**src/rtl/alu_issue_stage_if.sv**
```systemverilog
// alu_issue_stage_if
//   Handshake and payload bundle between decode, the ALU issue stage and the
//   execute stage.
//   id_*  : decode -> stage (id_ready flows back)
//   ex_*  : stage -> execute (ex_ready flows back)
//   Modports:
//     master : the surrounding pipeline (drives id_* payload and ex_ready)
//     slave  : the issue stage itself
interface alu_issue_stage_if;
  logic        id_valid;
  logic        id_ready;
  logic [31:0] id_instr;
  logic [31:0] id_rs_data;
  logic [31:0] id_rt_data;

  logic        ex_valid;
  logic        ex_ready;
  logic [2:0]  ex_alu_op;
  logic [31:0] ex_alu_a;
  logic [31:0] ex_alu_b;
  logic [31:0] ex_store_data;
  logic [4:0]  ex_dest;
  logic        ex_reg_write;
  logic        ex_mem_read;
  logic        ex_mem_write;
  logic        ex_branch;
  logic        ex_illegal;

  modport master (
    output id_valid, id_instr, id_rs_data, id_rt_data, ex_ready,
    input  id_ready, ex_valid, ex_alu_op, ex_alu_a, ex_alu_b, ex_store_data,
           ex_dest, ex_reg_write, ex_mem_read, ex_mem_write, ex_branch, ex_illegal
  );

  modport slave (
    input  id_valid, id_instr, id_rs_data, id_rt_data, ex_ready,
    output id_ready, ex_valid, ex_alu_op, ex_alu_a, ex_alu_b, ex_store_data,
           ex_dest, ex_reg_write, ex_mem_read, ex_mem_write, ex_branch, ex_illegal
  );
endinterface

```
**src/rtl/alu_issue_stage.sv**
```systemverilog
// alu_issue_stage
//   ID/EX register feeding the ALU. Decodes a MIPS instruction into a 3-bit
//   ALU opcode, selects/extends the operands and registers everything behind
//   a valid/ready handshake. Also counts issued instructions and stall cycles.
//   Ports:
//     clk, reset   : rising-edge clock, async active-high reset
//     flush        : sync kill of stage contents; blocks loading this cycle
//     bus          : alu_issue_stage_if.slave (id_* in, ex_* out)
//     issue_count  : instructions accepted (wraps)
//     stall_count  : cycles with ex_valid && !ex_ready, flush excluded (wraps)
module alu_issue_stage #(
  parameter int CNT_W = 32
) (
  input  logic                  clk,
  input  logic                  reset,
  input  logic                  flush,
  alu_issue_stage_if.slave      bus,
  output logic [CNT_W-1:0]      issue_count,
  output logic [CNT_W-1:0]      stall_count
);

  typedef struct packed {
    logic [2:0]  op;
    logic [31:0] a;
    logic [31:0] b;
    logic [31:0] sd;
    logic [4:0]  dest;
    logic        rw;
    logic        mr;
    logic        mw;
    logic        br;
    logic        ill;
  } ex_t;

  ex_t         dec, ex_q;
  logic        ex_valid_q;
  logic        load;
  logic [5:0]  f_op, f_fn;
  logic [4:0]  f_rt, f_rd;
  logic [31:0] se, ze;

  assign f_op = bus.id_instr[31:26];
  assign f_rt = bus.id_instr[20:16];
  assign f_rd = bus.id_instr[15:11];
  assign f_fn = bus.id_instr[5:0];
  assign se   = {{16{bus.id_instr[15]}}, bus.id_instr[15:0]};
  assign ze   = {16'h0000, bus.id_instr[15:0]};

  // Decode. Operands default to the register values so illegal/NOP words
  // still carry something sane; illegal encodings get dest 0 and no effects.
  always_comb begin
    dec    = '0;
    dec.a  = bus.id_rs_data;
    dec.b  = bus.id_rt_data;
    dec.sd = bus.id_rt_data;
    if (bus.id_instr != 32'h0) begin
      unique case (f_op)
        6'h00: begin
          dec.dest = f_rd;
          dec.rw   = 1'b1;
          case (f_fn)
            6'h20, 6'h21: dec.op = 3'b010;
            6'h22, 6'h23: dec.op = 3'b110;
            6'h24:        dec.op = 3'b000;
            6'h25:        dec.op = 3'b001;
            6'h2A:        dec.op = 3'b111;
            default: begin
              dec.ill  = 1'b1;
              dec.rw   = 1'b0;
              dec.dest = '0;
            end
          endcase
        end
        6'h08, 6'h09: begin dec.op = 3'b010; dec.b = se; dec.dest = f_rt; dec.rw = 1'b1; end
        6'h0A:        begin dec.op = 3'b111; dec.b = se; dec.dest = f_rt; dec.rw = 1'b1; end
        6'h0C:        begin dec.op = 3'b000; dec.b = ze; dec.dest = f_rt; dec.rw = 1'b1; end
        6'h0D:        begin dec.op = 3'b001; dec.b = ze; dec.dest = f_rt; dec.rw = 1'b1; end
        // lui: ALU does the shift, stage only passes the raw immediate
        6'h0F:        begin dec.op = 3'b011; dec.b = ze; dec.dest = f_rt; dec.rw = 1'b1; end
        6'h23: begin dec.op = 3'b010; dec.b = se; dec.dest = f_rt; dec.rw = 1'b1; dec.mr = 1'b1; end
        6'h2B: begin dec.op = 3'b010; dec.b = se; dec.dest = f_rt; dec.mw = 1'b1; end
        6'h04: begin dec.op = 3'b110; dec.dest = f_rt; dec.br = 1'b1; end
        default: dec.ill = 1'b1;
      endcase
    end
    // $0 is hardwired; never request a write to it
    if (dec.dest == 5'd0) dec.rw = 1'b0;
  end

  assign bus.id_ready = !ex_valid_q || bus.ex_ready;
  assign load         = bus.id_valid && bus.id_ready && !flush;

  always_ff @(posedge clk or posedge reset) begin
    if (reset) begin
      ex_q        <= '0;
      ex_valid_q  <= 1'b0;
      issue_count <= '0;
      stall_count <= '0;
    end else begin
      if (load) ex_q <= dec;
      if (flush)             ex_valid_q <= 1'b0;
      else if (load)         ex_valid_q <= 1'b1;
      else if (bus.ex_ready) ex_valid_q <= 1'b0;
      if (load) issue_count <= issue_count + 1'b1;
      if (ex_valid_q && !bus.ex_ready && !flush) stall_count <= stall_count + 1'b1;
    end
  end

  assign bus.ex_valid      = ex_valid_q;
  assign bus.ex_alu_op     = ex_q.op;
  assign bus.ex_alu_a      = ex_q.a;
  assign bus.ex_alu_b      = ex_q.b;
  assign bus.ex_store_data = ex_q.sd;
  assign bus.ex_dest       = ex_q.dest;
  assign bus.ex_reg_write  = ex_q.rw;
  assign bus.ex_mem_read   = ex_q.mr;
  assign bus.ex_mem_write  = ex_q.mw;
  assign bus.ex_branch     = ex_q.br;
  assign bus.ex_illegal    = ex_q.ill;

endmodule

```
**src/flat_wrapper.sv**
```systemverilog
// flat-port wrapper written by rule: the top's interface ports become plain ports
module alu_issue_stage_flat 
#(
  parameter int CNT_W = 32
)
  (clk, reset, flush, issue_count, stall_count, bus_id_valid, bus_id_instr, bus_id_rs_data, bus_id_rt_data, bus_ex_ready, bus_id_ready, bus_ex_valid, bus_ex_alu_op, bus_ex_alu_a, bus_ex_alu_b, bus_ex_store_data, bus_ex_dest, bus_ex_reg_write, bus_ex_mem_read, bus_ex_mem_write, bus_ex_branch, bus_ex_illegal);
  alu_issue_stage_if bus_i ();
  input  logic clk;
  input  logic reset;
  input  logic flush;
  output logic [CNT_W-1:0] issue_count;
  output logic [CNT_W-1:0] stall_count;
  input wire logic [$bits(bus_i.id_valid)-1:0] bus_id_valid;
  input wire logic [$bits(bus_i.id_instr)-1:0] bus_id_instr;
  input wire logic [$bits(bus_i.id_rs_data)-1:0] bus_id_rs_data;
  input wire logic [$bits(bus_i.id_rt_data)-1:0] bus_id_rt_data;
  input wire logic [$bits(bus_i.ex_ready)-1:0] bus_ex_ready;
  output wire logic [$bits(bus_i.id_ready)-1:0] bus_id_ready;
  output wire logic [$bits(bus_i.ex_valid)-1:0] bus_ex_valid;
  output wire logic [$bits(bus_i.ex_alu_op)-1:0] bus_ex_alu_op;
  output wire logic [$bits(bus_i.ex_alu_a)-1:0] bus_ex_alu_a;
  output wire logic [$bits(bus_i.ex_alu_b)-1:0] bus_ex_alu_b;
  output wire logic [$bits(bus_i.ex_store_data)-1:0] bus_ex_store_data;
  output wire logic [$bits(bus_i.ex_dest)-1:0] bus_ex_dest;
  output wire logic [$bits(bus_i.ex_reg_write)-1:0] bus_ex_reg_write;
  output wire logic [$bits(bus_i.ex_mem_read)-1:0] bus_ex_mem_read;
  output wire logic [$bits(bus_i.ex_mem_write)-1:0] bus_ex_mem_write;
  output wire logic [$bits(bus_i.ex_branch)-1:0] bus_ex_branch;
  output wire logic [$bits(bus_i.ex_illegal)-1:0] bus_ex_illegal;
  assign bus_i.id_valid = bus_id_valid;
  assign bus_i.id_instr = bus_id_instr;
  assign bus_i.id_rs_data = bus_id_rs_data;
  assign bus_i.id_rt_data = bus_id_rt_data;
  assign bus_i.ex_ready = bus_ex_ready;
  assign bus_id_ready = bus_i.id_ready;
  assign bus_ex_valid = bus_i.ex_valid;
  assign bus_ex_alu_op = bus_i.ex_alu_op;
  assign bus_ex_alu_a = bus_i.ex_alu_a;
  assign bus_ex_alu_b = bus_i.ex_alu_b;
  assign bus_ex_store_data = bus_i.ex_store_data;
  assign bus_ex_dest = bus_i.ex_dest;
  assign bus_ex_reg_write = bus_i.ex_reg_write;
  assign bus_ex_mem_read = bus_i.ex_mem_read;
  assign bus_ex_mem_write = bus_i.ex_mem_write;
  assign bus_ex_branch = bus_i.ex_branch;
  assign bus_ex_illegal = bus_i.ex_illegal;
  alu_issue_stage #(.CNT_W(CNT_W)) u_core (.clk(clk), .reset(reset), .flush(flush), .bus(bus_i), .issue_count(issue_count), .stall_count(stall_count));
endmodule
```
**config.mk**
```make
export PLATFORM = sky130hd
export DESIGN_NAME = alu_issue_stage_flat
export DESIGN_NICKNAME = d
export VERILOG_FILES = /design/src/rtl/alu_issue_stage_if.sv /design/src/rtl/alu_issue_stage.sv /design/src/flat_wrapper.sv
export SDC_FILE = /design/constraint.sdc
export NUM_CORES = 1
export LEC_CHECK = 0
export ABC_CLOCK_PERIOD_IN_PS = 6350
export CORE_MARGIN = 1
export CORE_UTILIZATION = 35
export DETAILED_ROUTE_END_ITERATION = 8
export DONT_BUFFER_PORTS = 1
export MAX_ROUTING_LAYER = met4
export SLEW_MARGIN = 20
export SYNTH_ARGS = -nofsm -noshare
export SYNTH_HDL_FRONTEND = slang
export SYNTH_SLANG_ARGS = --single-unit
```
**constraint.sdc**
```tcl
create_clock -name clk -period 6.35 [get_ports clk]
set_clock_uncertainty 0.05 [all_clocks]
set_input_delay 1.27 -clock clk [delete_from_list [all_inputs] [get_ports clk]]
set_output_delay 1.27 -clock clk [all_outputs]
set_load 0.01 [all_outputs]
```
# After elaboration in Yosys (flattened, before gate mapping)
# Cells that the tools add are included.
# word_totals
ff_bits,174
inputBits,101
out_inout_bits,175
word_cells,69
# classes
add_sub_neg,2
eq_ne,16
n_mux,18
n_reduce_logical,20
# ops
cell,count
"adder 32 x 1 -> 32 bit, second input constant",2
one-hot mux 32 bit (2 select lines),1
"== test 6 bit, second input constant",9
"== test 6 x 4 -> 1 bit, second input constant",6
two-way mux 32 bit,1
nonzero test 32 bit,1
one-hot mux 3 bit (6 select lines),1
OR reduction 7 bit,2
one-hot mux 3 bit (4 select lines),1
two-way mux 10 bit,1
one-hot mux 5 bit (2 select lines),1
OR reduction 9 bit,1
two-way mux 1 bit,8
"== test 6 x 3 -> 1 bit, second input constant",1
zero test 6 bit,1
two-way mux 6 bit,1
zero test 5 bit,1
OR reduction 5 bit,1
logical AND 1 bit,4
one-hot mux 1 bit (2 select lines),2
OR reduction 2 bit,2
OR reduction 4 bit,1
zero test 1 bit,3
two-way mux 3 bit,1
3 further kinds,3

# Longest topological paths before layout
# Gate-level depths: netlist of run 1.
# depth
ltp_word,7
mapped_depth,9

# Worst setup path before layout of run 1
# No wires, ideal clock.
# synth_path
path_type,input-to-reg
start,input port bus_id_instr[31]
end,"register u_core.ex_q, in the netlist u_core.bus.ex_alu_op[0]"
t_arrival_ns,3.069
required_time_ns,6.179
slack_ns,3.110
path_stages,6
cell_sequence,clkbuf_1 > or4_4 > or4_4 > o41ai_4 > nor3_1 > a22o_1
# synth_via
elab_chain_cells,4
word_cells_on_any_way,13
cone_classes,eq/ne: 8; mux: 2; reduce/logical: 3
# synth_lines
element,line_no,rtl
start: declaration,flat_wrapper.sv:14,input wire logic [$bits(bus_i.id_instr)-1:0] bus_id_instr;
== test 6 x 4 -> 1 bit or == test 6 bit (tied branches),alu_issue_stage.sv:57,unique case (f_op)
OR reduction 4 bit (no source line),n/a,
one-hot mux 3 bit (6 select lines),alu_issue_stage.sv:57,
two-way mux 3 bit *,alu_issue_stage.sv:56,if (bus.id_instr != 32'h0) begin
end signal: assignment,alu_issue_stage.sv:95,ex_q <= '0;
end signal: assignment,alu_issue_stage.sv:100,if (load) ex_q <= dec;
end: declaration,alu_issue_stage.sv:35,"ex_t dec, ex_q;"
# Every way passes the cells marked *; elsewhere a longest branch is shown, timed or not.
# A chain may end at the register's enable or synchronous reset.

# Worst setup path in the final report of run 1
# layout_path
start,input port bus_id_valid
end,"register u_core.ex_q, in the netlist u_core.bus.ex_alu_b[16]"
# layout_via
elab_chain_cells,2
# layout_lines
element,line_no,rtl
start: declaration,flat_wrapper.sv:13,input wire logic [$bits(bus_i.id_valid)-1:0] bus_id_valid;
logical AND 1 bit (2 in series),alu_issue_stage.sv:91,assign load = bus.id_valid && bus.id_ready && !flush;
# Every way passes these cells.

==> results of run 1 <==
-- critical path: stages --
cell     delay, ns
nor2b_1       0.49
nand2_4       0.61
buf_4         0.51
a211o_1       0.33
-- Yosys cell counts, drive strengths merged (4+ instances only) --
cell type | count | area [um2]
nor4 | 6 | 43.8
clkbuf | 30 | 113
nand3 | 23 | 115
dfrtp | 174 | 4350
nor3 | 12 | 60.1
a211o | 17 | 149
nand2 | 243 | 912
a21oi | 5 | 25.0
buf | 6 | 32.5
o31ai | 4 | 30.0
a22o | 5 | 43.8
inv | 9 | 33.8
o21ai | 23 | 115
a221oi | 5 | 43.8
mux2i | 16 | 160
nor2b | 19 | 119
xor2 | 18 | 158
and3 | 10 | 62.6
nand4 | 19 | 119
xnor2 | 46 | 403
nor2 | 36 | 135
and4 | 8 | 70.1
nand2b | 4 | 25.0
-- how the worst min path moves through the flow --
stage	to	slack [ns]	cells after the start
after floorplan	u_core.stall_count[31]$_DFFE_PP0P_	0.45	1
final	u_core.issue_count[31]$_DFFE_PP0P_	0.50	1
after global placement	u_core.issue_count[31]$_DFFE_PP0P_	0.47	1
after global routing	u_core.stall_count[31]$_DFFE_PP0P_	0.52	1
after detailed placement	u_core.issue_count[31]$_DFFE_PP0P_	0.48	1
after CTS	u_core.issue_count[31]$_DFFE_PP0P_	0.49	1
-- report_power, final --
part,total (uW),internal (uW),switching (uW)
combinational,215,90.2,124
clock,1030,524,505
sequential,1430,1230,196
-- cell usage in the layout, fill, tap and decap left out, drive strengths merged, types with 3 or more instances in the layout --
cell | netlist | final
o21ai | 23 | 23
mux2i | 16 | 16
clkbuf | 30 | 17
nor4 | 6 | 6
nand4 | 19 | 19
nor2b | 19 | 19
nor2 | 36 | 36
inv | 9 | 17
nand2 | 243 | 243
buf | 6 | 5
xor2 | 18 | 18
xnor2 | 46 | 46
a21oi | 5 | 5
nor3 | 12 | 12
a221oi | 5 | 5
a211o | 17 | 17
o31ai | 4 | 4
nand2b | 4 | 4
clkinvlp | 0 | 4
clkinv | 0 | 3
a22o | 5 | 5
and4 | 8 | 8
nand3 | 23 | 23
and3 | 10 | 10
dfrtp | 174 | 174
-- cell type report --
class	instances	area (um2)
repair buffers	5	37.5
inverters	9	38.8
well taps	275	344
clock buffers	17	425
clock inverters	15	150
flip-flops and latches	174	4350
fillers	2105	12700
multi-input cells	545	3040
-- state kept, by name, summed over array words and instances (netlist names) --
register,flops
u_core.bus.ex_alu_a,32
u_core.bus.ex_alu_b,32
u_core.bus.ex_alu_op,3
u_core.bus.ex_branch,1
u_core.bus.ex_dest,5
u_core.bus.ex_illegal,1
u_core.bus.ex_mem_read,1
u_core.bus.ex_mem_write,1
u_core.bus.ex_reg_write,1
u_core.bus.ex_store_data,32
u_core.bus.ex_valid,1
u_core.issue_count,32
u_core.stall_count,32
-- layer usage --
metal	GRT usage	up-vias	part of all wire
li1	-	2525	-
met1	0.216	2593	0.43
met2	0.265	188	0.47
met3	0.0627	21	0.093
met4	0.0582	0	0.015
met5	-	-	0
-- kinds of logic (layout without fill, tap and decap cells) --
logic type / Yosys count / count (layout) / share of synthesized area
AO/OA/AOI/OAI: 70 / 70 / 0.0683
XOR/XNOR: 64 / 64 / 0.0741
adder cells (fa/ha/maj): 2 / 2 / 0.00331
buffers and inverters: 45 / 46 / 0.0236
flip-flops: 174 / 174 / 0.575
multiplexers: 17 / 17 / 0.0227
AND/OR/NAND/NOR: 392 / 392 / 0.233
-- through the flow --
stage	setup slack (ns)	cell area, um2	hold slack [ns]
floorplan	0.313	7570	0.454
global placement	2.92	7820	0.474
detailed placement	2.90	7820	0.481
CTS	3.36	8390	0.491
global route	3.19	8390	0.517
finish	3.31	8390	0.499
==> impl_metrics.env, run 1 <==
export IMPL_worst_slew_pin_slew_ns=0.976
export IMPL_start_util=0.359
export IMPL_drv_slew=0
export IMPL_rr_startpoint="u_core.bus.ex_valid$_DFFE_PP0P_"
export IMPL_status="finished clean"
export IMPL_ant_nets=0
export IMPL_cp_endpoint="u_core.bus.ex_alu_b[16]$_DFFE_PP0P_"
export IMPL_layout_nets=855
export IMPL_finalPower_uw=2670
export IMPL_syn_to_final_growth_pct=10.9
export IMPL_routed_wl_um=18900
export IMPL_dieHeight_um=149
export IMPL_cts_sinks=174
export IMPL_layout_drive_gt1_share=0.0614
export IMPL_hp_class="reg2reg"
export IMPL_vias_per_cell=5.12
export IMPL_drc=0
export IMPL_max_freq_ghz=0.329
export IMPL_cts_htree_levels=4
export IMPL_finalHoldViolations=0
export IMPL_clkTransAtPathRegs_ns=0.08
export IMPL_dieArea_mm2=0.0222
export IMPL_first_pass_iters=4
export IMPL_leakage_uw=0.00412
export IMPL_synth_edff_count=0
export IMPL_io_buffers=0
export IMPL_drtIter0Drc=184
export IMPL_r2r_end="u_core.bus.ex_alu_b[16]$_DFFE_PP0P_"
export IMPL_synth_seq_cells=174
export IMPL_grt_pass1_wl_um=29400
export IMPL_hp_start="u_core.issue_count[31]$_DFFE_PP0P_"
export IMPL_clkLatencyLatePin_ns=0.42
export IMPL_synth_cells=764
export IMPL_place_inst=1008
export IMPL_required_ns=6.61
export IMPL_critPathCaptureType="flop"
export IMPL_cts_root_buf="clkbuf_16"
export IMPL_gr_total_overflow=0
export IMPL_ctsHoldBuffers=0
export IMPL_grt_setup_unrepaired="false"
export IMPL_rrSetupSlack_ns=3.85
export IMPL_syn_area_mm2=0.00757
export IMPL_powerDensity_mw_per_mm2=319
export IMPL_gr_usage_all_layers=0.175
export IMPL_worstPathArrival_ns=3.30
export IMPL_synth_warnings=0
export IMPL_path_class="in2reg"
export IMPL_cts_path_max_buffers=2
export IMPL_synthArstFlopShare=1.00
export IMPL_min_period_ns=3.04
export IMPL_die_w_um=149
export IMPL_grt_pass1_vias=5222
export IMPL_fin_setup_tns_ns=0
export IMPL_synth_distinct_cells=45
export IMPL_syn_area_per_cell_um2=9.90
export IMPL_io_pins=276
export IMPL_max_cap_violations=0
export IMPL_final_core_util=0.398
export IMPL_worstSetupStartpointType="input pin"
export IMPL_post_cts_repair_setup_buffers=0
export IMPL_cts_made_buffers=17
export IMPL_cp_max_fo=92
export IMPL_final_cells=1040
export IMPL_wire_per_inst_um=18.1
export IMPL_worst_r2r_cell_count=4
export IMPL_vias=5327
export IMPL_place_congestion=0.845
export IMPL_grt_max_degree=93
export IMPL_ys_flop_type="dfrtp_1"
export IMPL_setup_violations=0
export IMPL_crit_start="bus_id_valid"
export IMPL_cts_tree="done"
export IMPL_antennaDiodeCount=0
export IMPL_synthesis_nets=867
export IMPL_ys_seq_area_frac=0.575
export IMPL_relSlewSlack=0.349
export IMPL_cts_resized=0
export IMPL_dp_hpwl_um=13200
export IMPL_antenna_found_initial=0
export IMPL_core_mm2=0.0211
export IMPL_vdd_drop_max_mv=0.138
export IMPL_finalCritPeriodShare=0.479
export IMPL_row_count=53
(Power assumes the default switching activity.)
==> run 2: changes to the inputs <==
ABC_CLOCK_PERIOD_IN_PS = 3020   (was 6350)
clock period = 3.02 ns   (was 6.35 ns; I/O delays follow)
==> run 2 against run 1 <==
Compared with the run above:
- via count fell by 1.2%
- sequential share of layout area fell by 0.68 points
- non-clock buffer count rose by 6
- critical endpoint is now u_core.stall_count[26]$_DFFE_PP0P_
- die area did not move
- largest cell class unchanged
- critical path depth rose by 1
- count of clock-buffer cells in the layout did not move
- clock power rose by 120%
- first-iteration DRC count rose by 24%
- final area rose by 1.3%
- power rose by 110%
- core utilization rose by 0.53 points
- global-route usage rose by 0.11 points
==> impl_metrics.env, run 2 (synthesized netlist as in run 1, its figures left out) <==
export IMPL_cts_path_max_buffers=2
export IMPL_drc=0
export IMPL_fillers=2094
export IMPL_core_mm2=0.0211
export IMPL_intPower_uw=3980
export IMPL_cts_htree_levels=4
export IMPL_die_w_um=149
export IMPL_fin_setup_tns_ns=0
export IMPL_cts_made_buffers=17
export IMPL_max_stage_delay_ns=0.75
export IMPL_path_class="reg2reg"
export IMPL_stdcell_area_mm2=0.00850
export IMPL_leakage_uw=0.00418
export IMPL_status="finished clean"
export IMPL_antenna_found_initial=0
export IMPL_cp_cell_sequence="nand4_1, nor4_2, and3_1, nand4_1, xnor2_1"
export IMPL_cts_sinks=174
export IMPL_cp_max_fo=9
export IMPL_p_sw_frac=0.300
export IMPL_whs_ns=0.109
export IMPL_clkLatencyLatePin_ns=0.42
export IMPL_relSlewSlack=0.475
export IMPL_cp_slowest_cell="nor4_2"
export IMPL_powerDensity_mw_per_mm2=669
export IMPL_wire_per_inst_um=18.0
export IMPL_clkTransAtPathRegs_ns=0.07
export IMPL_worst_r2r_cell_count=5
export IMPL_clkPwrFrac=0.392
export IMPL_routed_wl_um=18800
export IMPL_finalHoldViolations=0
export IMPL_grt_pass1_wl_um=29600
export IMPL_final_cells=1046
export IMPL_ant_nets=0
export IMPL_gr_total_overflow=0
export IMPL_syn_to_final_growth_pct=12.4
export IMPL_max_freq_ghz=0.435
export IMPL_grt_pass1_vias=5280
export IMPL_worstSetupStartpointType="flop"
export IMPL_drv_slew=0
export IMPL_row_count=53
export IMPL_cts_tree="done"
export IMPL_io_pins=276
export IMPL_dieArea_mm2=0.0222
export IMPL_cts_resized=0
export IMPL_seqPwrFrac=0.527
export IMPL_first_pass_iters=4
export IMPL_worstPathArrival_ns=2.56
export IMPL_p_comb_frac=0.081
export IMPL_grt_max_degree=79
export IMPL_worst_slew_pin_slew_ns=0.781
export IMPL_vias=5262
export IMPL_grt_setup_unrepaired="false"
export IMPL_critPathCaptureType="flop"
export IMPL_start_util=0.359
export IMPL_min_period_ns=2.30
export IMPL_hp_class="in2async"
export IMPL_setup_violations=0
export IMPL_drtIter0Drc=229
export IMPL_crit_top_cell="nand4_1"
export IMPL_finalCritPeriodShare=0.761
export IMPL_place_inst=1014
export IMPL_cts_root_buf="clkbuf_16"
export IMPL_dp_hpwl_um=13400
export IMPL_io_buffers=0
export IMPL_rrSetupSlack_ns=0.72
export IMPL_final_common_cell="nand2_1"
export IMPL_p_sw_uw=1710
export IMPL_ctsHoldBuffers=0
export IMPL_dieHeight_um=149
export IMPL_antennaDiodeCount=0
export IMPL_vdd_drop_max_mv=0.342
export IMPL_vias_per_cell=5.03
export IMPL_post_cts_repair_setup_buffers=0
export IMPL_required_ns=3.28
export IMPL_final_cell_mix="nand2_1, dfrtp_1, xnor2_1"
export IMPL_dpl_cell_area_mm2=0.00791
export IMPL_layout_drive_gt1_share=0.0687
export IMPL_place_congestion=0.835
export IMPL_max_cap_violations=0
export IMPL_layout_nets=861
export IMPL_gr_usage_all_layers=0.176
==> run 2: changes by cell type in the layout (fill, tap and decap cells not counted), sizes merged <==
cell	before	now
clkinvlp	4	1
clkinv	3	4
inv	17	18
bufinv	0	1
buf	5	11
==> run 2: area by class of cell <==
| type | count | area [um2] | area share |
|---|---|---|---|
| flip-flops and latches | 174 | 4350 | 0.512 |
| multi-input cells | 545 | 3040 | 0.358 |
| clock buffers | 17 | 425 | 0.0500 |
| well taps | 275 | 344 | 0.0405 |
| clock inverters | 15 | 168 | 0.0197 |
| repair buffers | 11 | 133 | 0.0156 |
| inverters | 9 | 37.5 | 0.00441 |
==> run 2: worst paths after layout <==
path	from	endpoint
max	u_core.stall_count[3]$_DFFE_PP0P_	u_core.stall_count[26]$_DFFE_PP0P_
min	reset	u_core.stall_count[30]$_DFFE_PP0P_
max reg2reg	u_core.stall_count[3]$_DFFE_PP0P_	u_core.stall_count[26]$_DFFE_PP0P_
min reg2reg	u_core.issue_count[31]$_DFFE_PP0P_	u_core.issue_count[31]$_DFFE_PP0P_
max in group asynchronous	reset	u_core.bus.ex_store_data[31]$_DFFE_PP0P_
min in group clk	flush	u_core.bus.ex_valid$_DFFE_PP0P_
==> run 2: power groups by stage <==
stage	registers (uW)	logic, uW	clock network [uW]
final	3000	461	2230
after global routing	3040	536	2390
after CTS	3010	472	2290
after detailed placement	3050	473	0
after global placement	3050	457	0
after floorplan	2940	385	0
==> run 2: through the flow <==
stage,power (uW),util,setup WS [ns]
floorplan,3320,-,0.141
global placement,3500,0.375,0.481
detailed placement,3520,0.375,0.430
CTS,5770,0.403,0.731
global route,5960,0.403,0.538
finish,5690,0.403,0.721
==> run 2: critical path: cells and delay by family, from the launching register on <==
kind	cells	cell delay, ns
AND/OR/NAND/NOR	4	1.48
flip-flops	1	0.51
XOR/XNOR	1	0.15
==> run 2: routing by layer <==
layer,share of wire,up-vias,track usage
met2,0.46,176,0.264
met3,0.093,15,0.0682
met1,0.43,2535,0.218
li1,-,2536,-
met4,0.012,0,0.0556
met5,0,-,-
==> run 3: changes to the inputs <==
ABC_CLOCK_PERIOD_IN_PS = 2200   (was 3020)
clock period = 2.2 ns   (was 3.02 ns; I/O delays follow)
==> run 3 against run 2 <==
Compared with the run above:
- die area unchanged
- worst setup slack worse by 0.49 ns
- clock power up 35%
- combinational power up 62%
- count of clock-buffer cells in the layout unchanged
- wire length up 5.1%
- via count up 2.5%
- critical path type unchanged
==> impl_metrics.env, run 3 (synthesized netlist as in run 1, its figures left out) <==
export IMPL_wl_met3_um=1650
export IMPL_cts_tree="done"
export IMPL_first_pass_iters=4
export IMPL_antenna_found_initial=0
export IMPL_vdd_drop_max_mv=0.381
export IMPL_io_pins=276
export IMPL_pre_cts_ws_ns=-0.0731
export IMPL_worstPathArrival_ns=2.22
export IMPL_clkTransAtPathRegs_ns=0.07
export IMPL_rrSetupSlack_ns=0.23
export IMPL_wire_per_inst_um=18.5
export IMPL_status="finished clean"
export IMPL_core_mm2=0.0211
export IMPL_routed_top_layer="met4"
export IMPL_relSlewSlack=0.569
export IMPL_io_buffers=0
export IMPL_cp_slowest_cell="dfrtp_1"
export IMPL_cpLargestDelayFamily="simple AND/OR/NAND/NOR gates"
export IMPL_max_cap_violations=0
export IMPL_cts_path_max_buffers=2
export IMPL_antennaDiodeCount=0
export IMPL_grt_setup_unrepaired="false"
export IMPL_vias_per_cell=5.05
export IMPL_hold_end="u_core.bus.ex_valid$_DFFE_PP0P_"
export IMPL_setup_violations=0
export IMPL_worst_r2r_cell_count=6
export IMPL_max_freq_ghz=0.508
export IMPL_cts_made_buffers=17
export IMPL_place_congestion=0.905
export IMPL_final_cell_mix="nand2_1, dfrtp_1, xnor2_1"
export IMPL_cts_root_buf="clkbuf_16"
export IMPL_stdcell_area_mm2=0.00870
export IMPL_fin_setup_tns_ns=0
export IMPL_vias=5391
export IMPL_gr_usage_all_layers=0.183
export IMPL_crit_cells=6
export IMPL_r2r_end="u_core.issue_count[25]$_DFFE_PP0P_"
export IMPL_grt_pass1_vias=5297
export IMPL_gr_total_overflow=0
export IMPL_path_class="reg2reg"
export IMPL_layout_nets=883
export IMPL_drv_slew=0
export IMPL_row_count=53
export IMPL_ant_nets=0
export IMPL_routed_wl_um=19800
export IMPL_clkLatencyLatePin_ns=0.42
export IMPL_dpl_cell_area_mm2=0.00810
export IMPL_post_cts_repair_setup_buffers=0
export IMPL_fillers=2078
export IMPL_cp_cell_sequence="and4_1, nand3_1, nor4_1, buf_4, nand4_1, xnor2_1"
export IMPL_multi_input_area_mm2=0.00305
export IMPL_dp_hpwl_um=14400
export IMPL_drtIter0Drc=296
export IMPL_finalHoldViolations=0
export IMPL_hp_class="in2reg"
export IMPL_dieArea_mm2=0.0222
export IMPL_cts_htree_levels=4
export IMPL_start_util=0.359
export IMPL_hp_start="flush"
export IMPL_critPathCaptureType="flop"
export IMPL_seq_area_mm2=0.00435
export IMPL_leakage_uw=0.00429
export IMPL_die_w_um=149
export IMPL_m1WireLength_um=8790
export IMPL_powerDensity_mw_per_mm2=902
export IMPL_required_ns=2.45
export IMPL_setup_slack_ns=0.232
export IMPL_wl_met2_um=9140
export IMPL_layout_drive_gt1_share=0.0958
export IMPL_crit_start="u_core.issue_count[10]$_DFFE_PP0P_"
export IMPL_grt_pass1_wl_um=30400
export IMPL_cts_sinks=174
export IMPL_drc=0
export IMPL_grt_max_degree=58
export IMPL_worst_slew_pin_slew_ns=0.645
export IMPL_max_stage_delay_ns=0.50
export IMPL_finalCritPeriodShare=0.895
export IMPL_path_buf_inv=1
export IMPL_final_common_cell="nand2_1"
export IMPL_hold_depth=1
export IMPL_min_period_ns=1.97
export IMPL_rr_startpoint="u_core.issue_count[10]$_DFFE_PP0P_"
export IMPL_dieHeight_um=149
export IMPL_worstSetupStartpointType="flop"
export IMPL_syn_to_final_growth_pct=14.9
export IMPL_cp_max_fo=6
[run 3: cell types whose count changed in the layout (fill, tap and decap cells not counted), sizes merged]
cell / previous run / this run
buf: 11 / 32
clkinvlp: 1 / 4
inv: 18 / 14
dlygate4sd3: 0 / 1
clkinv: 4 / 5
[run 3: metal layers]
metal	up-vias	GRT usage
met5	-	-
met4	0	0.0449
met3	16	0.0703
met2	191	0.270
met1	2597	0.235
li1	2587	-
[run 3: area by class of cell]
class / instances / share of cell area
flip-flops and latches: 174 / 0.501
multi-input cells: 545 / 0.351
clock buffers: 17 / 0.0489
well taps: 275 / 0.0396
repair buffers: 33 / 0.0374
clock inverters: 15 / 0.0181
inverters: 9 / 0.00432
[run 3: worst max path at each step]
stage | slack [ns] | endpoint
floorplan | -0.51 | u_core.bus.ex_alu_a[0]$_DFFE_PP0P_
global placement | -0.05 | u_core.bus.ex_alu_op[0]$_DFFE_PP0P_
detailed placement | -0.07 | u_core.bus.ex_alu_op[0]$_DFFE_PP0P_
CTS | 0.21 | u_core.issue_count[25]$_DFFE_PP0P_
global route | 0.14 | u_core.issue_count[25]$_DFFE_PP0P_
finish | 0.23 | u_core.issue_count[25]$_DFFE_PP0P_
[run 3: power by group]
group | total [uW] | switching [uW] | internal, uW
Sequential | 4080 | 515 | 3560
Clock | 3020 | 1410 | 1610
Combinational | 747 | 423 | 323
Total | 7840 | 2350 | 5490
[run 3: through the flow]
step | cells | total power, uW | utilization | hold WS (ns)
4_1_cts | 1068 | 7950 | 0.412 | 0.00597
6_report | 1068 | 7840 | 0.412 | 0.0230
5_1_grt | 1068 | 8230 | 0.412 | 0.000422
3_3_place_gp | 1035 | 4880 | 0.384 | 0.387
3_5_place_dp | 1035 | 4900 | 0.384 | 0.384
2_1_floorplan | 764 | 4560 | - | 0.453
[run 3: repair_timing]
| action | 4_1_cts | 5_1_grt |
|---|---|---|
| hold buffers | 1 | 0 |
| hold endpoints to repair | 17 | 0 |
| gates resized for setup | 0 | 0 |
